## config.mk

```make
export PLATFORM = sky130hd
export DESIGN_NAME = pipe_stage_reg
export DESIGN_NICKNAME = d
export VERILOG_FILES = /design/src/rtl/pipe_stage_reg.sv
export SDC_FILE = /design/constraint.sdc
export NUM_CORES = 1
export LEC_CHECK = 0
export BUFFER_PORTS_ARGS = -buffer_cell sky130_fd_sc_hd__clkbuf_2
export CAP_MARGIN = 10
export CORE_AREA = 2 2 198 200
export DETAILED_ROUTE_END_ITERATION = 8
export DIE_AREA = 0 0 200 202
export PLACE_DENSITY = 0.48
export RECOVER_POWER = 100
export SLEW_MARGIN = 0
export SYNTH_ARGS = -nofsm -noshare
export SYNTH_HDL_FRONTEND = slang
export SYNTH_SLANG_ARGS = --single-unit
```

## constraint.sdc

```tcl
create_clock -name clk -period 8.8 [get_ports clk]
set_input_delay 0.44 -clock clk [delete_from_list [all_inputs] [get_ports clk]]
set_output_delay 0.44 -clock clk [all_outputs]
set_load 0.01 [all_outputs]
```

## src/rtl/pipe_stage_reg.sv

```systemverilog
// Handshaked pipeline stage register with flush, bubble masking and stall counter.
// Define PIPE_STAGE_SKID_EN for the 2-entry skid build with registered in_ready.
//
//   state    | meaning
//   ---------+-----------------------------------------------
//   ST_EMPTY | no entry held, in_ready=1
//   ST_ONE   | head register M valid, in_ready=1
//   ST_TWO   | M and skid register S valid, in_ready=0
module pipe_stage_reg #(
    parameter int                 DATA_W   = 224,
    parameter int                 CTRL_W   = 21,
    parameter logic [CTRL_W-1:0]  CTRL_NOP = {CTRL_W{1'b0}},
    parameter int                 CNT_W    = 16
) (
    input  logic              clk,
    input  logic              rst_n,
    input  logic              flush,
    input  logic              in_valid,
    output logic              in_ready,
    input  logic [DATA_W-1:0] in_data,
    input  logic [CTRL_W-1:0] in_ctrl,
    output logic              out_valid,
    input  logic              out_ready,
    output logic [DATA_W-1:0] out_data,
    output logic [CTRL_W-1:0] out_ctrl,
    output logic [1:0]        occupancy,
    output logic [CNT_W-1:0]  stall_cnt
);

    logic              m_valid;
    logic [DATA_W-1:0] m_data;
    logic [CTRL_W-1:0] m_ctrl;
    logic              accept;
    logic              retire;

`ifdef PIPE_STAGE_SKID_EN
    localparam logic [1:0] ST_EMPTY = 2'd0;
    localparam logic [1:0] ST_ONE   = 2'd1;
    localparam logic [1:0] ST_TWO   = 2'd2;

    logic [1:0]        state;
    logic [1:0]        state_nxt;
    logic              in_ready_r;
    logic [DATA_W-1:0] s_data;
    logic [CTRL_W-1:0] s_ctrl;
    logic              load_m_in;
    logic              load_m_skid;
    logic              load_s;

    assign m_valid   = (state != ST_EMPTY);
    assign in_ready  = in_ready_r;
    assign accept    = in_valid && in_ready_r;
    assign retire    = m_valid && out_ready;
    assign occupancy = state;

    always_comb begin
        state_nxt = state;
        case (state)
            ST_EMPTY: if (accept) state_nxt = ST_ONE;
            ST_ONE: begin
                if (accept && !retire)
                    state_nxt = ST_TWO;
                else if (!accept && retire)
                    state_nxt = ST_EMPTY;
            end
            ST_TWO:   if (retire) state_nxt = ST_ONE;
            default:  state_nxt = ST_EMPTY;
        endcase
        if (flush)
            state_nxt = ST_EMPTY;
    end

    // in_ready is a pure register so no combinational path runs back from out_ready
    always_ff @(posedge clk or negedge rst_n) begin
        if (!rst_n) begin
            state      <= ST_EMPTY;
            in_ready_r <= 1'b1;
        end else begin
            state      <= state_nxt;
            in_ready_r <= (state_nxt != ST_TWO);
        end
    end

    assign load_m_in   = accept && ((state == ST_EMPTY) || ((state == ST_ONE) && retire));
    assign load_m_skid = (state == ST_TWO) && retire;
    assign load_s      = accept && (state == ST_ONE) && !retire;

    // payload registers need no reset: contents are masked whenever not valid
    always_ff @(posedge clk) begin
        if (load_m_in) begin
            m_data <= in_data;
            m_ctrl <= in_ctrl;
        end else if (load_m_skid) begin
            m_data <= s_data;
            m_ctrl <= s_ctrl;
        end
        if (load_s) begin
            s_data <= in_data;
            s_ctrl <= in_ctrl;
        end
    end
`else
    logic m_valid_r;

    assign m_valid   = m_valid_r;
    assign in_ready  = !m_valid_r || out_ready;
    assign accept    = in_valid && in_ready;
    assign retire    = m_valid_r && out_ready;
    assign occupancy = {1'b0, m_valid_r};

    always_ff @(posedge clk or negedge rst_n) begin
        if (!rst_n)
            m_valid_r <= 1'b0;
        else if (flush)
            m_valid_r <= 1'b0;
        else if (accept)
            m_valid_r <= 1'b1;
        else if (retire)
            m_valid_r <= 1'b0;
    end

    always_ff @(posedge clk) begin
        if (accept) begin
            m_data <= in_data;
            m_ctrl <= in_ctrl;
        end
    end
`endif

    assign out_valid = m_valid;
    assign out_data  = m_valid ? m_data : {DATA_W{1'b0}};
    assign out_ctrl  = m_valid ? m_ctrl : CTRL_NOP;

    // back-pressure is sampled independent of flush and never cleared by it
    always_ff @(posedge clk or negedge rst_n) begin
        if (!rst_n)
            stall_cnt <= {CNT_W{1'b0}};
        else if (m_valid && !out_ready && (stall_cnt != {CNT_W{1'b1}}))
            stall_cnt <= stall_cnt + {{(CNT_W-1){1'b0}}, 1'b1};
    end

endmodule

```

==> metrics.yaml <==
syn_inst: 599
path_max_fanout: 119
synth_cell_types: 30
setup_viol: 0
peakVddDrop_uv: 178
hold_violations: 0
ctsRootBufferMaster: "clkbuf_16"
holdCritPathClass: "primary input to flip-flop"
status: "finished with violations"
clock.fmax_mhz: 185
post-cts-setup-buffer-count: 0
startpoint: "out_valid"
tns_ps: 0
mostFrequentLayoutCells: "410 x clkbuf_2, 245 x edfxtp_1, 174 x and2_0"
holdBufCountCts: 1
grt_usage_pct: 13.1
initial_core_util_pct: 25.8
first_pass_iters: 4
rows: 72
power.total_w: 0.00305
floorplan.die_area_mm2: 0.0404
gp_congestion: 0.783
core_mm2: 0.0383
worstPathRequired_ps: 8920
postLayoutCoreUtil_pct: 36.3
dr.first_iter.drc_count: 274
grt-ovfl-total: 0
path_class: "flip-flop to flip-flop"
fin_crit_ps: 5410
drc: 0
regToRegStartpoint: "out_valid"
post_synth.cell_area_avg_um2: 16.5
grt_max_degree: 131
min_from: "flush"
grt_pass1_wl_mm: 40.1
die_h_um: 202
path_clk_slew_ps: 60
rsz0062_at_grt: "no"
num_io_pins: 515
cts_sinks: 262
io_buffers: 513
post-route-period-util_pct: 61.5
layout-drive-gt1-share_pct: 41.0
skew_ps: 12.4
cts_tree: "built"
maxSlewHeadroom_pct: -91.7
synth_seq_cells: 262
grt_pass1_vias: 6939
cap_viol_max_count: 2
cp.arrival_ps: 5540
finalWirelength_mm: 27.9
vias: 6636
area.growth.synth_to_final_pct: 40.5
antenna_found_initial: 2
p_leak_nw: 5.70
yosys_warnings: 0
synthesis.nets: 850
dp_hpwl_mm: 20.4
cp-start-kind: "flip-flop"
vias_per_cell: 4.01
die_w_um: 200
violations: "capacitance limit, slew limit"
postCtsResizedCells: 0
clockBufferDepth: 3
netlist_area_mm2: 0.00990
final_common_cell: "clkbuf_2"
diodes: 0
worst_slew_pin_slew_ps: 2880
power_density_mw_per_mm2: 219
drv_slew: 207
ys_seq_area_share_pct: 78.6
whs_ps: 32.3
wl_per_cell_um: 16.8
clk_latency_ps: 550
cts_buffers: 30
fin_nets: 1371
htreeDepth: 1
end_kind: "flip-flop"
ant_nets: 0
## flip-flops by register name (all words and copies together) (netlist names)
signal	cells
stall_cnt	16
m_data	224
m_ctrl	21
out_valid	1
## through the flow
stage / instance area (um2) / cells / setup slack [ps]
final: 13900 / 1655 / 3390
after global routing: 13900 / 1655 / 2570
after CTS: 14100 / 1655 / 5240
after detailed placement: 13000 / 1605 / 5760
after global placement: 13000 / 1605 / 5780
after floorplan: 9900 / 599 / 1780
## report_power, final
group / internal [W] / switching [W]
registers: 0.00146 / 0.0000390
logic: 0.000107 / 0.000144
clock network: 0.000809 / 0.000491
## synthesized netlist by cell type (all sizes together)
cell / count / area, um2
edfxtp: 245 / 7360
clkbuf: 27 / 101
or3: 2 / 12.5
xor2: 8 / 70.1
nand4: 6 / 58.8
nor2: 6 / 22.5
ha: 1 / 12.5
mux2: 2 / 22.5
or4: 1 / 11.3
buf: 2 / 15.0
and4bb: 1 / 12.5
inv: 2 / 7.50
nand2: 6 / 22.5
nor4: 6 / 68.8
dfrtp: 17 / 425
and2: 246 / 1540
conb: 1 / 3.75
nor3: 6 / 30.0
and2b: 1 / 7.51
or2: 3 / 21.3
mux2i: 1 / 10.0
xnor2: 5 / 43.8
nand3: 4 / 20.0
## metal layers
| layer | vias to the layer above | track usage, % | share of wire, % |
|---|---|---|---|
| met5 | - | 0 | 0.043 |
| met4 | 2 | 3.54 | 2.1 |
| met3 | 38 | 5.16 | 11 |
| met2 | 327 | 23.0 | 49 |
| met1 | 3145 | 14.7 | 38 |
| li1 | 3124 | - | - |
## cells by family (layout without fill, tap and decap cells)
group / count (synthesis) / count (layout) / share of synthesized area, %
and+or+nand+nor: 288 / 288 / 18.5
adders and majority gates: 1 / 1 / 0.126
DFF: 262 / 262 / 78.6
other: 1 / 1 / 0.0379
buffers and inverters: 31 / 569 / 1.25
muxes: 3 / 3 / 0.329
xor gates and xnor gates: 13 / 13 / 1.15
## path summary, 6_finish.rpt
path                            endpoint  slack [ps]  depth (start not counted)
max                           m_data[19]        3390                          4
max in group asynchronous  stall_cnt[10]        7630                          2
min reg2reg                stall_cnt[15]         510                          1
max reg2reg                   m_data[19]        3390                          4
min                            out_valid          30                          2
min in group asynchronous   stall_cnt[0]         560                          2
## worst max-delay path: stages (launching register included)
cell	delay (ps)
dfrtp_1	1410
and2b_1	690
inv_1	190
and2_0	900
clkbuf_2	1710
## layout make-up
type                       instances  area (um2)
fill                            3871       24400
tap                              518         648
multi-input combinational        306        1970
inverter                           2        7.51
sequential                       262        7780
clock inverter                    15         234
timing repair buffer             518        2470
clock buffer                      34         787
No activity file was read; power rests on OpenSTA's default activity.
